===== src/rtl/board_io_pkg.sv =====
// rtl/board_io_pkg.sv - shared types and constants for board_io_ctrl
package board_io_pkg;

   typedef enum logic [1:0] {
      WAIT_LOCK = 2'd0,
      HOLD      = 2'd1,
      RUN       = 2'd2
   } rst_state_t;

   localparam int SYNC_STAGES = 2;

endpackage


===== src/rtl/board_debounce.sv =====
// rtl/board_debounce.sv - one-channel synchroniser plus stable-count debouncer
module board_debounce
   import board_io_pkg::*;
#(
   parameter int DEBOUNCE_CYCLES = 100000
)
(
   input  logic i_clk,
   input  logic i_arst,
   input  logic i_raw,
   output logic o_stable
);

   localparam int CW = (DEBOUNCE_CYCLES > 1) ? $clog2(DEBOUNCE_CYCLES) : 1;
   localparam logic [CW-1:0] CNT_LAST = CW'(DEBOUNCE_CYCLES - 1);

   logic [SYNC_STAGES-1:0] r_sync;
   logic [CW-1:0]          r_cnt;
   logic                   r_stable;
   logic                   w_synced;

   assign w_synced = r_sync[SYNC_STAGES-1];
   assign o_stable = r_stable;

   // Any sample that agrees with the stable value restarts the count.
   always_ff @(posedge i_clk or posedge i_arst) begin
      if (i_arst) begin
         r_sync   <= '0;
         r_cnt    <= '0;
         r_stable <= 1'b0;
      end else begin
         r_sync <= {r_sync[SYNC_STAGES-2:0], i_raw};
         if (w_synced == r_stable) begin
            r_cnt <= '0;
         end else if (r_cnt == CNT_LAST) begin
            r_stable <= w_synced;
            r_cnt    <= '0;
         end else begin
            r_cnt <= r_cnt + 1'b1;
         end
      end
   end

endmodule


===== src/rtl/board_io_ctrl.sv =====
// rtl/board_io_ctrl.sv - reset sequencer, switch/button debounce and button irq
module board_io_ctrl
   import board_io_pkg::*;
#(
   parameter int NSW             = 16,
   parameter int NBTN            = 5,
   parameter int DEBOUNCE_CYCLES = 100000,
   parameter int RST_HOLD_CYCLES = 16
)
(
   input  logic            clk_i,
   input  logic            arst_i,
   input  logic            pll_locked_i,
   input  logic [NSW-1:0]  sw_i,
   input  logic [NBTN-1:0] btn_i,
   input  logic [NBTN-1:0] btn_mask_i,
   input  logic            irq_ack_i,
   output logic            rst_o,
   output logic [NSW-1:0]  sw_o,
   output logic [NBTN-1:0] btn_o,
   output logic [NBTN-1:0] btn_rise_o,
   output logic            irq_o
);

   localparam int HW = $clog2(RST_HOLD_CYCLES + 1);
   localparam logic [HW-1:0] HOLD_LAST = HW'(RST_HOLD_CYCLES - 1);

   logic [SYNC_STAGES-1:0] r_lock_sync;
   logic                   w_lock;
   rst_state_t             r_state;
   logic [HW-1:0]          r_hold_cnt;
   logic                   r_rst;
   logic [NBTN-1:0]        r_btn_d;
   logic [NBTN-1:0]        r_rise;
   logic                   r_irq;
   logic [NSW-1:0]         w_sw;
   logic [NBTN-1:0]        w_btn;

   assign w_lock = r_lock_sync[SYNC_STAGES-1];

   always_ff @(posedge clk_i or posedge arst_i) begin
      if (arst_i) begin
         r_lock_sync <= '0;
      end else begin
         r_lock_sync <= {r_lock_sync[SYNC_STAGES-2:0], pll_locked_i};
      end
   end

   always_ff @(posedge clk_i or posedge arst_i) begin
      if (arst_i) begin
         r_state    <= WAIT_LOCK;
         r_hold_cnt <= '0;
         r_rst      <= 1'b1;
      end else begin
         case (r_state)
            WAIT_LOCK: begin
               if (w_lock) begin
                  r_state    <= HOLD;
                  r_hold_cnt <= '0;
               end
            end
            HOLD: begin
               if (!w_lock) begin
                  r_state <= WAIT_LOCK;
               end else if (r_hold_cnt == HOLD_LAST) begin
                  r_state <= RUN;
                  r_rst   <= 1'b0;
               end else begin
                  r_hold_cnt <= r_hold_cnt + 1'b1;
               end
            end
            RUN: begin
               if (!w_lock) begin
                  r_state <= WAIT_LOCK;
                  r_rst   <= 1'b1;
               end
            end
            default: begin
               r_state <= WAIT_LOCK;
               r_rst   <= 1'b1;
            end
         endcase
      end
   end

   for (genvar gi = 0; gi < NSW; gi++) begin : g_sw
      board_debounce #(.DEBOUNCE_CYCLES(DEBOUNCE_CYCLES)) u_db (
         .i_clk    (clk_i),
         .i_arst   (arst_i),
         .i_raw    (sw_i[gi]),
         .o_stable (w_sw[gi])
      );
   end

   for (genvar gi = 0; gi < NBTN; gi++) begin : g_btn
      board_debounce #(.DEBOUNCE_CYCLES(DEBOUNCE_CYCLES)) u_db (
         .i_clk    (clk_i),
         .i_arst   (arst_i),
         .i_raw    (btn_i[gi]),
         .o_stable (w_btn[gi])
      );
   end

   // r_btn_d tracks btn_o even in reset so a button held across release gives no rise.
   always_ff @(posedge clk_i or posedge arst_i) begin
      if (arst_i) begin
         r_btn_d <= '0;
         r_rise  <= '0;
         r_irq   <= 1'b0;
      end else begin
         r_btn_d <= w_btn;
         if (r_rst) begin
            r_rise <= '0;
            r_irq  <= 1'b0;
         end else begin
            r_rise <= w_btn & ~r_btn_d;
            if (|(r_rise & btn_mask_i)) begin
               r_irq <= 1'b1;
            end else if (irq_ack_i) begin
               r_irq <= 1'b0;
            end
         end
      end
   end

   assign rst_o      = r_rst;
   assign sw_o       = w_sw;
   assign btn_o      = w_btn;
   assign btn_rise_o = r_rise;
   assign irq_o      = r_irq;

endmodule


===== config.mk =====
export PLATFORM = sky130hd
export DESIGN_NAME = board_io_ctrl
export DESIGN_NICKNAME = d
export VERILOG_FILES = /design/src/rtl/board_io_pkg.sv /design/src/rtl/board_debounce.sv /design/src/rtl/board_io_ctrl.sv
export SDC_FILE = /design/constraint.sdc
export NUM_CORES = 1
export LEC_CHECK = 0
export CAP_MARGIN = 20
export CORE_MARGIN = 3
export CORE_UTILIZATION = 56
export DETAILED_ROUTE_END_ITERATION = 7
export PLACE_DENSITY = 0.82
export SLEW_MARGIN = 30
export SYNTH_ARGS = -nofsm -noshare
export SYNTH_HDL_FRONTEND = slang
export SYNTH_SLANG_ARGS = --single-unit

===== constraint.sdc =====
create_clock -name clk_i -period 16.5 [get_ports clk_i]
set_input_delay 4.125 -clock clk_i [delete_from_list [all_inputs] [get_ports clk_i]]
set_output_delay 4.125 -clock clk_i [all_outputs]
set_load 0.03 [all_outputs]

==> flow_summary.ini, run 1 <==
[power]
p_leak_nw = 9.28
seqPwrFrac = 0.495
p_switching_mw = 0.492
pwr-share-comb = 0.035
p_sw_frac = 0.217
power.density_mw_per_mm2 = 98.0
irDropWorstVdd_mv = 0.0828
p_clk_frac = 0.470
p_int_mw = 1.78

[place]
placed_area_mm2 = 0.0216
gp_congestion = 0.869
io_buffers = 57
hpwl_um = 24500

[timing]
clock.fmax_ghz = 0.165
slew_headroom = 0.433
hold_violations = 0
period_minus_slack_ps = 6050
slew_viol_final = 0
setup_viol = 0
min_period_over_period = 0.367
fin_worst_skew_ps = 14.1
rsz0062_at_grt = false
tns_ps = 0
worst_pin_slew_ps = 847

[worst_setup_path]
r2r_setup_slack_ps = 14230
cp_data_required_time_ps = 12380
critPathBufInv = 1
crit_chain = clkdlybuf4s50_1
max_stage_delay_ps = 710
ff2ff_path_depth = 5
critPathLaunchType = register
critPathArrivalTime_ps = 1930
critical_path.endpoint_type = primary output
rr_startpoint = g_sw[8].u_db.r_cnt[0]
startpoint = rst_o
crit_path_top_delay_cell = clkdlybuf4s50_1
critical-path-top-delay-family = buffers and inverters
cp_max_fo = 9
crit_type = register to primary output
r2r-end = g_sw[8].u_db.r_cnt[10]

[synthesis]
synthXorXnorAreaFrac = 0.131
synth.avg_cell_area_um2 = 10.3
seq_area_frac_synth = 0.534
ys_ff_latch = 441
async_reset_ff_frac = 1.00
yosys.area_share.simple = 0.252
synth_area_leaders = dfrtp_1, xnor2_1, nor2_1
synth-main-ff-cell = dfrtp_1
synth_edf_count = 0
synth_common_cells = dfrtp_1, nor2_1, xnor2_1
synthCells = 2013
synth_nets = 2066
synth_largest_area_cell = dfrtp_1
synth-adder-area-share = 0.0139
yosysMostFrequentCell = dfrtp_1
synth-compound-area-share = 0.0300
synth_area_mm2 = 0.0207
yosys_warnings = 0
synth_top_family_by_area = simple AND/OR/NAND/NOR gates
synthDominantCellAreaShare = 0.533
yosysUniqueCellTypes = 59
synthMuxAreaShare = 0.0126

[cells_and_area]
nets = 2114
n_antenna_cell = 0
drive_above_1_share = 0.0616
num-fill-cells = 2699
multi_input_area_mm2 = 0.00911
finalInstanceArea_mm2 = 0.0232
utilization = 0.643
area_delta_synth_final_pct = 12.0
seqCellArea_mm2 = 0.0110

[clocking]
clk_pin_slew_ps = 60
cts.repair.resized = 0
cts.sinks = 441
cts_hold_buf = 0
clk_latency_ps = 570
cts_buffers = 46
htreeDepth = 2
cts_root_buffer = clkbuf_16
cts_buffer_depth = 3
cts_setup_buffers = 0
cts_tree = done

[routing]
vias = 14900
drc_errors = 0
wl_per_cell_um = 15.0
drt_pass1_iterations = 5
drtAntennaViolNets = 0
wl_um = 38300
viasPerCell = 5.82
drtIter0Drc = 1042

[floorplan]
design.core.area_mm2 = 0.0360
die_h_um = 198
boundaryPins = 58
rows = 69
die_area_mm2 = 0.0393
die_width_um = 198
start_util = 0.574

[global_routing]
track_usage = 0.199
overflow = 0
first_global_vias = 14500
grt_max_degree = 191
grt_pass1_wl_um = 67000
antenna_found_initial = 0

[flow_run]
max_cap_violations = 0

[outcome]
status = complete, no violations

[min_path]
hp-class = register to register
holdPathStages = 0
hp-start = g_sw[8].u_db.r_sync[0]
min_to = g_sw[8].u_db.r_sync[1]
-- per-stage QoR --
stage          worst slack (ps)  hold slack, ps  power (mW)  instances
6_report                  10450             345        2.27       2554
5_1_grt                   10060             349        2.35       2554
4_1_cts                   10010             349        2.30       2553
3_5_place_dp               9410             335        1.22       2473
3_3_place_gp               9480             332        1.22       2473
2_1_floorplan              89.8             331        1.19       2013
-- power by group through the flow --
stage | logic [mW] | registers [mW] | clock network, mW
floorplan | 0.0586 | 1.14 | 0
global placement | 0.0761 | 1.14 | 0
detailed placement | 0.0799 | 1.14 | 0
CTS | 0.0810 | 1.12 | 1.10
global route | 0.0914 | 1.13 | 1.14
finish | 0.0793 | 1.12 | 1.07
-- layout make-up --
class | count | share of cell area
timing repair buffer | 63 | 0.0281
sequential | 441 | 0.477
multi-input combinational | 1451 | 0.393
clock buffer | 62 | 0.0567
inverter | 58 | 0.00972
tap | 461 | 0.0249
clock inverter | 18 | 0.0108
-- state kept, by name (all words and copies together), names as in the netlist --
name                 cells
r_lock_sync              2
rst_o                    1
g_btn.u_db.r_cnt        85
g_btn.u_db.o_stable      5
r_btn_d                  5
btn_rise_o               5
r_hold_cnt               5
irq_o                    1
g_sw.u_db.r_cnt        272
r_state                  2
g_btn.u_db.r_sync       10
g_sw.u_db.r_sync        32
g_sw.u_db.o_stable      16
-- layout by cell type (no fill, tap or decap), types with 5 or more instances in the layout --
| master | instances |
|---|---|
| nor3_1 | 68 |
| nor4bb_1 | 11 |
| clkdlybuf4s50_1 | 57 |
| xor2_1 | 102 |
| a22o_1 | 5 |
| nor4b_1 | 11 |
| clkbuf_1 | 7 |
| nand4bb_1 | 5 |
| inv_1 | 57 |
| and2_1 | 13 |
| clkbuf_16 | 47 |
| nor3b_1 | 6 |
| nand2b_1 | 7 |
| dfrtp_1 | 440 |
| and4_1 | 28 |
| nand4_1 | 114 |
| clkbuf_8 | 8 |
| ha_1 | 23 |
| or4_1 | 17 |
| a41o_1 | 5 |
| nand3_1 | 120 |
| nor4_1 | 101 |
| o21ai_2 | 5 |
| nand2_1 | 100 |
| o21ai_0 | 15 |
| or2_2 | 7 |
| o31ai_1 | 13 |
| nor2_1 | 344 |
| xnor2_1 | 207 |
| and3_1 | 20 |
| or3_1 | 22 |
| a21oi_1 | 28 |
| bufinv_16 | 6 |
| mux2_2 | 21 |
| clkinv_2 | 9 |
-- worst max-delay path by stage --
stage / depth (start not counted) / slack (ps) / endpoint
2_1_floorplan: 1 / 90 / btn_rise_o[0]
3_3_place_gp: 4 / 9480 / g_sw[2].u_db.r_cnt[3]
3_5_place_dp: 4 / 9410 / g_sw[2].u_db.r_cnt[0]
4_1_cts: 4 / 10010 / g_sw[2].u_db.o_stable
5_1_grt: 4 / 10060 / g_sw[2].u_db.o_stable
6_report: 1 / 10450 / rst_o
-- worst register-to-register path, stage by stage (launching register included) --
cell and delay, ps:
dfrtp_1 420, ha_1 270, and4_1 320, nand4_1 230
o41ai_4 740, nor2_1 140
-- kinds of logic after synthesis --
family / Yosys count
multiplexers: 23
XOR/XNOR: 309
AND/OR/NAND/NOR: 1009
buffers and inverters: 121
AO/OA/AOI/OAI: 87
adder cells (fa/ha/maj): 23
flip-flops: 441
-- layer usage --
layer | track usage | wire length (µm) | vias to the layer above
met4 | 0.0606 | 772 | 0
li1 | - | - | 7158
met1 | 0.274 | 17600 | 7363
met3 | 0.0337 | 1560 | 71
met2 | 0.326 | 18300 | 266
met5 | 0 | 0 | -
(Power assumes the default switching activity.)
==> run 2, diff against run 1 <==
- CORE_UTILIZATION: 56 -> 62
- PLACE_DENSITY: 0.82 -> 0.86
- clock period: 16.5 -> 5.6 ns (I/O delays scaled with it)
==> run 2 against run 1 <==
  * Sequential cell count unchanged
  * Non-clock buffer count rose by 1
  * Combinational power grew to 3.0 times the previous value
  * Worst hold slack improved by 2.1 ps
  * Clock power rose to 3.0 times the previous value
  * Clock-buffer cell count down 11
  * Register-to-register slack lost 11000 ps
  * First-iteration DRC count up 8.1%
  * Largest power group unchanged
==> flow_summary.ini, run 2 (synthesis gave the netlist of run 1 again) <==
[clocking]
htreeDepth = 2
cts_buffers = 45
cts_root_buffer = clkbuf_16
cts_hold_buf = 0
cts.repair.resized = 0
cts.sinks = 441
clk_latency_ps = 540
cts_buffer_depth = 3
cts_tree = done
cts_setup_buffers = 0
clk_pin_slew_ps = 60

[cells_and_area]
num-fill-cells = 2294
layout_common_cells = dfrtp_1, nor2_1, xnor2_1
nets = 2114
largest_register_ffs = 272
n_antenna_cell = 0
final_common_cell = dfrtp_1
area_delta_synth_final_pct = 12.3
regMostFlops = g_sw.u_db.r_cnt
top_regs = g_sw.u_db.r_cnt: 272 flops, g_btn.u_db.r_cnt: 85 flops, g_sw.u_db.r_sync: 32 flops
drive_above_1_share = 0.0663

[global_routing]
first_global_vias = 15300
grt_max_degree = 125
grt_pass1_wl_um = 69800
track_usage = 0.226
antenna_found_initial = 0
overflow = 0

[power]
irDropWorstVdd_mv = 0.232
total_power_mw = 6.77
power.density_mw_per_mm2 = 291
p_leak_nw = 9.30

[timing]
slew_viol_final = 0
tns_ps = 0
slew_headroom = 0.447
min_period_over_period = 0.586
setup_viol = 0
hold_violations = 0
fin_worst_skew_ps = 22.2
worst_pin_slew_ps = 827
rsz0062_at_grt = false
period_minus_slack_ps = 3280
setup_slack_ps = 2320
clock.fmax_ghz = 0.305

[floorplan]
die_area_mm2 = 0.0356
rows = 66
boundaryPins = 58
die_h_um = 189
start_util = 0.632
design.core.area_mm2 = 0.0327
die_width_um = 189

[routing]
drt_pass1_iterations = 7
vias = 15000
drtAntennaViolNets = 0
drtIter0Drc = 1126
drc_errors = 0
wl_um = 39400
wl_per_cell_um = 15.5
viasPerCell = 5.90

[worst_setup_path]
crit_chain = clkdlybuf4s50_1
crit_type = register to primary output
cp_data_required_time_ps = 4200
critical_path.endpoint_type = primary output
cp_max_fo = 9
critPathArrivalTime_ps = 1880
critPathBufInv = 1
crit_path_top_delay_cell = clkdlybuf4s50_1
critPathLaunchType = register
critical-path-top-delay-family = buffers and inverters
max_stage_delay_ps = 710

[place]
hpwl_um = 25200
post-place-ws_ps = 2580
io_buffers = 57
gp_congestion = 0.859

[outcome]
status = complete, no violations

[flow_run]
max_cap_violations = 0

[min_path]
hp-class = register to register
[run 2: stage by stage]
stage / util / instance area (µm²) / hold WS [ps] / cells
finish: 0.710 / 23200 / 347 / 2539
global route: 0.710 / 23200 / 351 / 2539
CTS: 0.710 / 23200 / 349 / 2539
detailed placement: 0.660 / 21600 / 336 / 2456
global placement: 0.659 / 21600 / 331 / 2456
floorplan: - / 20700 / 331 / 2013
[run 2: routing by layer]
metal | vias to the layer above | wire, µm | track usage
met1 | 7403 | 17300 | 0.300
met4 | 0 | 953 | 0.0716
met5 | - | 0 | 0
met3 | 93 | 1570 | 0.0333
met2 | 349 | 19700 | 0.389
li1 | 7144 | - | -
[run 2: worst paths after layout]
path                                         from                      to  slack [ps]  cells past startpoint
max                                         rst_o                   rst_o        2320                      1
min                        g_sw[3].u_db.r_sync[0]  g_sw[3].u_db.r_sync[1]         350                      0
max reg2reg                 g_sw[2].u_db.r_cnt[0]  g_sw[2].u_db.r_cnt[11]        3330                      6
min reg2reg                g_sw[3].u_db.r_sync[0]  g_sw[3].u_db.r_sync[1]         350                      0
max in group asynchronous                  arst_i  g_sw[6].u_db.r_cnt[16]        3160                      3
min in group asynchronous                  arst_i  g_btn[0].u_db.r_cnt[6]        1340                      2
[run 2: area by class of cell]
class / instances / area, µm² / area share
clock buffer: 51 / 1210 / 0.0521
multi-input combinational: 1451 / 9110 / 0.392
timing repair buffer: 64 / 673 / 0.0290
tap: 442 / 553 / 0.0238
sequential: 441 / 11000 / 0.475
clock inverter: 32 / 415 / 0.0179
inverter: 58 / 221 / 0.00954
[run 2: where the power goes]
group          switching [mW]  internal (mW)
clock network            1.28           1.94
registers              0.0626           3.24
logic                   0.154         0.0805
==> run 3, diff against run 2 <==
- CORE_UTILIZATION: 62 -> 56
- PLACE_DENSITY: 0.86 -> 0.82
- clock period: 5.6 -> 2.9 ns (I/O delays scaled with it)
==> run 3 against run 2 <==
  * Sequential power is 93% higher
  * Clock-buffer cell count increased by 17
  * Routed wire length is 5.0% lower
  * Register-to-register slack lost 2600 ps
  * Global-route usage shrank 2.9 points
  * Utilization is 6.4 points lower
  * Critical endpoint unchanged
  * Largest cell class unchanged
==> flow_summary.ini, run 3 (synthesis gave the netlist of run 1 again) <==
[worst_setup_path]
crit_path_top_delay_cell = clkdlybuf4s50_1
startpoint = rst_o
critical_path.endpoint_type = primary output
rr_startpoint = g_sw[8].u_db.r_cnt[0]
critPathBufInv = 1
max_stage_delay_ps = 710
critical-path-top-delay-family = buffers and inverters
cp_max_fo = 9
crit_type = register to primary output
cp_data_required_time_ps = 2170
critPathArrivalTime_ps = 1890
critPathLaunchType = register
crit_chain = clkdlybuf4s50_1

[routing]
viasPerCell = 5.75
drc_errors = 0
drtIter0Drc = 848
drt_pass1_iterations = 5
drtAntennaViolNets = 0
wl_um = 37500
vias = 14800
wl_per_cell_um = 14.6

[timing]
tns_ps = 0
period_minus_slack_ps = 2610
rsz0062_at_grt = false
fin_worst_skew_ps = 13.6
slew_viol_final = 0
min_period_over_period = 0.901
clock.fmax_ghz = 0.383
setup_viol = 0
hold_violations = 0
worst_hold_slack_ps = 345
worst_pin_slew_ps = 805
slew_headroom = 0.462

[place]
gp_congestion = 0.879
io_buffers = 57
hpwl_um = 24900
placed_area_mm2 = 0.0217

[power]
p_clk_frac = 0.463
p_switching_mw = 2.76
seqPwrFrac = 0.500
pwr-share-comb = 0.037
p_sw_frac = 0.216
irDropWorstVdd_mv = 0.543
p_leak_nw = 9.35
p_int_mw = 10.0
power.density_mw_per_mm2 = 549

[cells_and_area]
layout_common_cells = dfrtp_1, nor2_1, xnor2_1
area_delta_synth_final_pct = 12.5
num-fill-cells = 2685
final_common_cell = dfrtp_1
nets = 2128
regMostFlops = g_sw.u_db.r_cnt
finalInstanceArea_mm2 = 0.0233
largest_register_ffs = 272
top_regs = g_sw.u_db.r_cnt: 272 flops, g_btn.u_db.r_cnt: 85 flops, g_sw.u_db.r_sync: 32 flops
n_antenna_cell = 0
drive_above_1_share = 0.0649

[floorplan]
die_area_mm2 = 0.0393
start_util = 0.574
die_width_um = 198
rows = 69
die_h_um = 198
design.core.area_mm2 = 0.0360
boundaryPins = 58

[global_routing]
grt_max_degree = 82
antenna_found_initial = 0
overflow = 0
track_usage = 0.197
grt_pass1_wl_um = 66100
first_global_vias = 14600

[flow_run]
max_cap_violations = 0

[clocking]
cts.repair.resized = 0
cts_setup_buffers = 0
htreeDepth = 2
cts_hold_buf = 0
clk_latency_ps = 560
clk_pin_slew_ps = 60
cts.sinks = 441
cts_buffers = 46
cts_root_buffer = clkbuf_16
cts_tree = done
cts_buffer_depth = 3

[outcome]
status = complete, no violations

[min_path]
hp-start = g_sw[8].u_db.r_sync[0]
hp-class = register to register
==> run 3: changes by cell type in the layout (fill, tap and decap cells not counted), sizes merged <==
cell | before | now
clkinv | 15 | 9
bufinv | 8 | 4
buf | 7 | 20
clkinvlp | 8 | 2
clkbuf | 51 | 68
==> run 3: path summary, 6_finish.rpt <==
kind                                          endpoint  slack, ps  cells after the start
worst max-delay path                             rst_o        290                      1
worst min-delay path            g_sw[8].u_db.r_sync[1]        350                      0
worst max register to register   g_sw[8].u_db.r_cnt[6]        750                      5
worst min register to register  g_sw[8].u_db.r_sync[1]        350                      0
max in group asynchronous        g_sw[1].u_db.r_cnt[8]       1560                      4
min in group asynchronous        g_sw[4].u_db.o_stable        450                      2
==> run 3: routing by layer <==
metal	track usage	vias to the layer above	routed length (µm)
met2	0.327	282	18100
li1	-	7188	-
met1	0.263	7226	16900
met4	0.0737	0	1030
met5	0	-	0
met3	0.0328	86	1460
==> run 3: area by class of cell <==
type                    count  area (µm²)  share of cell area
flip-flops and latches    441       11000               0.474
multi-input cells        1451        9080               0.390
clock buffers              68        1350              0.0578
repair buffers             77         808              0.0347
well taps                 461         577              0.0248
inverters                  58         221             0.00952
clock inverters            16         196             0.00844
==> run 3: per-stage QoR <==
step                      instances  power (mW)   util  worst slack (ps)
after global placement         2488        6.95  0.603               855
after global routing           2572        13.3  0.646               201
after CTS                      2572        13.0  0.646               236
after detailed placement       2488        6.97  0.603               739
final                          2572        12.8  0.646               287
after floorplan                2013        6.80      -             -3780
==> run 3: power by group through the flow <==
| stage | Sequential [mW] | Clock (mW) | Combinational (mW) |
|---|---|---|---|
| floorplan | 6.47 | 0 | 0.334 |
| CTS | 6.38 | 6.09 | 0.489 |
| global placement | 6.48 | 0 | 0.465 |
| detailed placement | 6.49 | 0 | 0.482 |
| global route | 6.40 | 6.34 | 0.546 |
| finish | 6.39 | 5.92 | 0.472 |
